### src/rtl/mod47_pkg.sv
// Shared constants, FSM state type and input reduction for the mod-47 exponentiator.
// All stored residues are 6 bits wide and lie in 0..46.
package mod47_pkg;

  localparam int MOD   = 47;
  localparam int RES_W = 6;

  typedef enum logic [1:0] {
    IDLE = 2'd0,
    MUL  = 2'd1,
    SQR  = 2'd2,
    DONE = 2'd3
  } state_t;

  // A 6-bit input never reaches 2*MOD, so one conditional subtract is enough.
  function automatic logic [RES_W-1:0] reduce(input logic [RES_W-1:0] x);
    return (x >= RES_W'(MOD)) ? x - RES_W'(MOD) : x;
  endfunction

endpackage

### src/rtl/mod47_exp_seq_modmul.sv
// Combinational 6x6 modular multiplier: R = (A * B) mod 47.
// It is time-shared by the exponentiator for both the multiply and the square steps.
module ModuloMultiplication
  import mod47_pkg::*;
(
  input  logic [RES_W-1:0] A,
  input  logic [RES_W-1:0] B,
  output logic [RES_W-1:0] R
);

  logic [2*RES_W-1:0] prod;
  logic [2*RES_W-1:0] prod_mod;

  assign prod     = A * B;
  assign prod_mod = prod % (2*RES_W)'(MOD);
  assign R        = prod_mod[RES_W-1:0];

endmodule

### src/rtl/mod47_exp_seq.sv
// Sequential R = A^E mod 47 using right-to-left square-and-multiply.
// Alternates MUL and SQR cycles over one shared modular multiplier; fixed latency 2*EXP_W.
module mod47_exp_seq
  import mod47_pkg::*;
#(
  parameter int EXP_W = 8
) (
  input  logic             clk,
  input  logic             rst,
  input  logic             start,
  input  logic [5:0]       A,
  input  logic [EXP_W-1:0] E,
  output logic             busy,
  output logic             done,
  output logic [5:0]       R
);

  localparam int CNT_W = $clog2(EXP_W) + 1;

  state_t             state_reg;
  state_t             state_next;
  logic [RES_W-1:0]   acc_reg;
  logic [RES_W-1:0]   b_reg;
  logic [EXP_W-1:0]   e_reg;
  logic [CNT_W-1:0]   cnt_reg;
  logic [RES_W-1:0]   r_reg;
  logic [CNT_W-1:0]   cnt_inc;
  logic               last_iter;
  logic [RES_W-1:0]   mul_a;
  logic [RES_W-1:0]   mul_b;
  logic [RES_W-1:0]   mul_r;

  assign cnt_inc   = cnt_reg + 1'b1;
  assign last_iter = (cnt_inc == CNT_W'(EXP_W));

  // MUL multiplies the accumulator by the current base power; SQR squares the base.
  assign mul_a = (state_reg == SQR) ? b_reg : acc_reg;
  assign mul_b = b_reg;

  ModuloMultiplication u_modmul (
    .A (mul_a),
    .B (mul_b),
    .R (mul_r)
  );

  always_ff @(posedge clk or posedge rst) begin
    if (rst) begin
      state_reg <= IDLE;
    end else begin
      state_reg <= state_next;
    end
  end

  always_comb begin
    state_next = state_reg;
    case (state_reg)
      IDLE:    state_next = start ? MUL : IDLE;
      MUL:     state_next = SQR;
      SQR:     state_next = last_iter ? DONE : MUL;
      DONE:    state_next = start ? MUL : IDLE;
      default: state_next = IDLE;
    endcase
  end

  always_comb begin
    busy = 1'b0;
    done = 1'b0;
    case (state_reg)
      MUL, SQR: busy = 1'b1;
      DONE:     done = 1'b1;
      default:  ;
    endcase
  end

  always_ff @(posedge clk or posedge rst) begin
    if (rst) begin
      acc_reg <= '0;
      b_reg   <= '0;
      e_reg   <= '0;
      cnt_reg <= '0;
      r_reg   <= '0;
    end else begin
      case (state_reg)
        IDLE, DONE: begin
          if (start) begin
            acc_reg <= RES_W'(1);
            b_reg   <= reduce(A);
            e_reg   <= E;
            cnt_reg <= '0;
          end
        end
        MUL: begin
          if (e_reg[0]) begin
            acc_reg <= mul_r;
          end
        end
        SQR: begin
          b_reg   <= mul_r;
          e_reg   <= e_reg >> 1;
          cnt_reg <= cnt_inc;
          // The result register only moves when a run completes.
          if (last_iter) begin
            r_reg <= acc_reg;
          end
        end
        default: ;
      endcase
    end
  end

  assign R = r_reg;

endmodule

### config.mk
export PLATFORM = sky130hd
export DESIGN_NAME = mod47_exp_seq
export DESIGN_NICKNAME = d
export VERILOG_FILES = /design/src/rtl/mod47_pkg.sv /design/src/rtl/mod47_exp_seq_modmul.sv /design/src/rtl/mod47_exp_seq.sv
export SDC_FILE = /design/constraint.sdc
export NUM_CORES = 1
export LEC_CHECK = 0
export ABC_AREA = 1
export BUFFER_PORTS_ARGS = -buffer_cell sky130_fd_sc_hd__buf_2
export CORE_MARGIN = 10
export CORE_UTILIZATION = 58
export CTS_BUF_LIST = sky130_fd_sc_hd__clkbuf_2
export DETAILED_ROUTE_END_ITERATION = 7
export PLACE_DENSITY_LB_ADDON = 0.15
export RECOVER_POWER = 50
export SKIP_CTS_REPAIR_TIMING = 1
export SLEW_MARGIN = 40
export SYNTH_ARGS = -nofsm -noshare
export SYNTH_HDL_FRONTEND = slang
export SYNTH_SLANG_ARGS = --single-unit
### constraint.sdc
create_clock -name clk -period 8.4 [get_ports clk]
set_clock_uncertainty 0.1 [all_clocks]
set_input_delay 1.68 -clock clk [delete_from_list [all_inputs] [get_ports clk]]
set_output_delay 1.68 -clock clk [all_outputs]
set_load 0.005 [all_outputs]
======== Yosys cells after proc, flatten, opt, wreduce, memory -nomap -nowiden ========
Cells that the tools add are included.
word-level totals
  bits in writable memories ............... 0
  input port bits ......................... 17
  output and inout bits ................... 8
  memories ................................ 0
  latch bits .............................. 0
  flip-flop bits (word level) ............. 32
  word-level logic and storage cells ...... 41
  ROM bits ................................ 0
cells by class
  order comparisons ....................... 1
  $add $sub $neg .......................... 2
  $mul .................................... 1
  eq/ne operators ......................... 6
  reductions and logical operators ........ 8
  divide/modulo/power cells ............... 1
  bitwise logic cells ..................... 0
  shifts and indexed selects .............. 0
  multiplexer cells ....................... 16
operators by type and width
  cell                   number
  $mux 6                 5
  $pmux 6 s2             2
  $pmux 8 s2             1
  $mod 12x6->12 const B  1
  $mul 6x6->12           1
  $mux 8                 1
  $pmux 4 s2             1
  $ge 6x6->1 const B     1
  $pmux 2 s3             1
  $sub 6x6->6 const B    1
  $add 4x1->4 const B    1
  $eq 2x2->1 const B     2
  $eq 4x4->1 const B     1
  $mux 4                 1
  $reduce_and 2->1       2
  $reduce_bool 2->1      2
  $reduce_or 2->1        2
  $mux 1                 3
  $reduce_and 3->1       1
  $eq 2x1->1 const B     1
  $logic_not 2->1        1
  $mux 2                 1
  $ne 2x1->1 const B     1
  $ne 2x2->1 const B     1

======== Depth between registers and ports, before layout ========
  depth in word-level cells ............... 6
  mapped depth ............................ 68
  mapped depth without buffers ............ 65

======== By module ========
From an unflattened synthesis, not the netlist that was laid out.
unflattened totals
  cell total of the unflattened synthesis .. 693
  area, all modules ....................... 4675.7 um2
modules (own cells, without submodules)
  module                area an instance (um2)  cells each  sequential area each (um2)  times used
  ModuloMultiplication  2835.2                  475         0.0                         1
  mod47_exp_seq         1840.5                  218         800.8                       1

======== Worst setup path before layout ========
Ideal clock, no wire load.
  path kind ............................... register to register
  from .................................... register state_reg[0]
  to ...................................... register acc_reg[5]
  data arrival time ....................... 7872 ps
  period minus slack after synthesis ...... 8048 ps
  buffers on the path ..................... 3
  path slack .............................. 352 ps
  data required time ...................... 8224 ps
  setup time .............................. 76 ps
  cell stages (with the launch flop) ...... 64
  cell sequence ........................... dfrtp_1 > inv_1 > ha_1 > clkbuf_1 > inv_1 > clkbuf_1 > nor2_1 > or2_2 > inv_1 > nand2_1 > fa_1 > fa_1 > fa_1 > inv_1 > ha_1 > inv_2 > nand2_1 > nand2_1 > (+28 left out) > ha_1 > nand3_1 > nor2_1 > nand2_2 > nand3_2 > buf_6 > nand2_1 > nand2_1 > inv_1 > ha_1 > nand2_1 > nor2_2 > nand3_4 > nand2_4 > nand2_2 > nand2_1 > nand2_1 > o21ai_1
between the ends
  longest elaborated chain between the ends .. 6
  elaborated cells between the ends (all ways) .. 14
  those cells by class .................... mul (1); div (1); eq/ne (5); mux (3); reduce/logical (4)
RTL lines
  what                    line                        RTL
  from (decl)             mod47_exp_seq.sv:20         state_t state_reg;
  from (signal assigned)  mod47_exp_seq.sv:50         state_reg <= state_next;
  $eq 2x2->1              mod47_exp_seq.sv:37         assign mul_a = (state_reg == SQR) ? b_reg : acc_reg;
  $mux 6                  mod47_exp_seq.sv:37
  $mul 6x6->12            mod47_exp_seq_modmul.sv:14  assign prod = A * B;
  $mod 12x6->12           mod47_exp_seq_modmul.sv:15  assign prod_mod = prod % (2*RES_W)'(MOD);
  $mux 6                  mod47_exp_seq.sv:93         if (e_reg[0]) begin
  $pmux 6 s2              mod47_exp_seq.sv:83         case (state_reg)
  to (signal assigned)    mod47_exp_seq.sv:94         acc_reg <= mul_r;
  to (decl)               mod47_exp_seq.sv:22         logic [RES_W-1:0] acc_reg;
Parallel ways exist; a longest one is shown, timed or not. The select of a mux whose other input is x is not followed.
A chain may end at the register's enable or synchronous reset.

======== Worst setup path in the final report ========
  from .................................... register state_reg[1]
  to ...................................... register b_reg[2]
between the ends
  longest elaborated chain between the ends .. 5
  elaborated cells between the ends (all ways) .. 11
  those cells by class .................... mul (1); div (1); eq/ne (3); mux (2); reduce/logical (4)
RTL lines
  what                  line                                      RTL
  $eq 2x2->1            mod47_exp_seq.sv:37, mod47_exp_seq.sv:83
  $mux 6                mod47_exp_seq.sv:37
  $mul 6x6->12          mod47_exp_seq_modmul.sv:14
  $mod 12x6->12         mod47_exp_seq_modmul.sv:15
  $pmux 6 s2            mod47_exp_seq.sv:83
  to (signal assigned)  mod47_exp_seq.sv:87                       b_reg <= reduce(A);
  to (signal assigned)  mod47_exp_seq.sv:98                       b_reg <= mul_r;
  to (decl)             mod47_exp_seq.sv:23                       logic [RES_W-1:0] b_reg;
Parallel ways exist; a longest one is shown, timed or not.

==> results.ini <==
[run_status]
status = complete, but fails checks
violations = capacitance limit, slew limit

[floorplan]
die_h_um = 106
ios = 25
num_rows = 31
coreArea_um2 = 7210
initial_core_util_pct = 59.3
die_w_um = 106
dieArea_um2 = 11200

[final_layout]
utilization_pct = 75.5
largest_register_ffs = 8
synthToLayoutAreaGrowth_pct = 27.2
final_nets = 778
n_antenna_cell = 0
drive_gt1_share_pct = 33.0

[timing]
period_share_pct = 96.5
fin_crit_ns = 8.10
drv_slew = 33
setup_tns_ns = 0
final-hold-violation-count = 0
fmax_ghz = 0.123
tightest_slew_ns = 1.74
fin_hold_ws_ns = 0.403
setup_violations = 0
relSlewSlack_pct = -15.9

[logic_synthesis]
syn-num-nets = 708
ys_seq_area_share_pct = 18.7
synth_warnings = 0
yosys.area.top_type_share_pct = 18.7
synthSimpleGateAreaFrac_pct = 43.3
synth_adder_area_share_pct = 15.8
synth_top_family_by_area = simple AND/OR/NAND/NOR gates
ys_top_cells_by_count = nand2_1 (181), inv_1 (106), nand3_1 (55)
synth.most_common_cell = nand2_1
synth_ff_type = dfrtp_1
synth-edff-count = 0
ys_ff_latch = 32
synthXorXnorAreaFrac_pct = 2.46
ys_top_cells_by_area = dfrtp_1 (19%), nand2_1 (16%), inv_1 (9.3%)
synth-compound-area-share_pct = 8.59
yosys.area.top_type = dfrtp_1
syn_area_per_cell_um2 = 6.62
synthesis.area_um2 = 4280
synthMuxAreaShare_pct = 0.263
synthCells = 647
synthArstFlopShare_pct = 100
synthDistinctLibCells = 38

[global_route]
grt_util_all_layers_pct = 16.6
antenna_found_initial = 0
grt_pass1_wl_um = 16400
grt_max_degree = 33
overflow = 0
grt_pass1_vias = 3835

[placement]
finalWeightedCongestion = 0.923
portBuffers = 24
post-dp-hpwl_um = 7620

[clock_network]
clock_latency_ns = 0.39
clk_path_buf_depth = 2
clk_pin_slew_ns = 0.17
clock-root-buffer = clkbuf_2
clock-sinks = 32
cts_tree = done
htreeDepth = 2
cts_made_buffers = 5

[run]
max_cap_viol_count = 1

[critical_path]
crit_arrival_ns = 8.32
cp_max_fo = 9
critPathCaptureType = register
critical-path-max-stage-delay_ns = 0.57
start_kind = register
cp.buffers_inverters = 11
cp_data_required_time_ns = 8.62
path_common_cell = nand2_2
crit_family = simple AND/OR/NAND/NOR gates
cp_slowest_cell = fa_1
worstSetupPathType = reg -> reg

[routing]
via_count = 4327
drc = 0
via_per_inst = 5.30
wl_per_cell_um = 13.8
dr.pass1.iters = 6
detail-route-antenna-nets = 0
wl_um = 11200
dr.first_iter.drc_count = 339

[min_path]
min_path_type = reg -> reg

-- cells by family (layout without fill, tap and decap cells) --
logic type,after synthesis,after routing
AO/OA/AOI/OAI,61,61
XOR/XNOR,12,12
adder cells (fa/ha/maj),44,44
buffers and inverters,121,192
flip-flops,32,32
multiplexers,1,1
AND/OR/NAND/NOR,376,376
-- routing by layer --
metal / global-route usage (%) / part of all wire [%]
met4: 2.80 / 1.3
met1: 22.7 / 44
met3: 2.72 / 4.7
met2: 27.2 / 50
met5: 0 / 0
-- tightest hold or removal path, cell delays in order, from the launching register on --
cell and delay (ns):
dfrtp_1 0.38, nand2_1 0.05, o21ai_0 0.05
-- final timing paths --
kind / from / to / slack (ns) / cells past startpoint
setup / recovery: state_reg[1]$_DFF_PP0_ / b_reg[2]$_DFFE_PP0P_ / 0.30 / 58
setup reg to reg: state_reg[1]$_DFF_PP0_ / b_reg[2]$_DFFE_PP0P_ / 0.30 / 58
max in group asynchronous: rst / b_reg[2]$_DFFE_PP0P_ / 5.43 / 3
hold reg to reg: R[1]$_DFFE_PP0P_ / R[1]$_DFFE_PP0P_ / 0.40 / 2
min in group asynchronous: rst / acc_reg[5]$_DFFE_PP0P_ / 1.77 / 3
hold / removal: R[1]$_DFFE_PP0P_ / R[1]$_DFFE_PP0P_ / 0.40 / 2
-- layout make-up --
class                           count  area (um^2)
Clock buffer                        5         25.0
Tap cell                           99          124
Clock inverter                      3         37.5
Sequential cell                    32          801
Fill cell                         540         1770
Multi-Input combinational cell    494         3510
Timing Repair Buffer               73          520
Inverter                          111          424
-- per-stage QoR --
stage               area (um^2)  setup slack, ns  std cells
floorplan                  4280            0.352        647
global placement           4550           0.0254        770
detailed placement         4550           -0.273        770
CTS                        4620           -0.314        778
global route               5450           -0.251        817
finish                     5450            0.295        817
-- placed cells by master, fill, tap and decap left out, drive strengths merged --
| master | instances |
|---|---|
| nand3 | 64 |
| xor2 | 9 |
| clkbuf | 6 |
| o21bai | 1 |
| clkinv | 2 |
| o211ai | 6 |
| o22ai | 1 |
| nand2 | 224 |
| nand4 | 10 |
| inv | 111 |
| or2 | 4 |
| nor3 | 1 |
| bufinv | 1 |
| ha | 27 |
| nand3b | 5 |
| nor2 | 68 |
| fa | 17 |
| xnor2 | 3 |
| dfrtp | 32 |
| o21ai | 30 |
| o31ai | 1 |
| buf | 72 |
| a31oi | 7 |
| a21oi | 14 |
| o21a | 1 |
| mux2 | 1 |
Power is left out: the tool's default activity adds up to more than one toggle a clock period on the data nets, which glitch-free logic cannot reach.
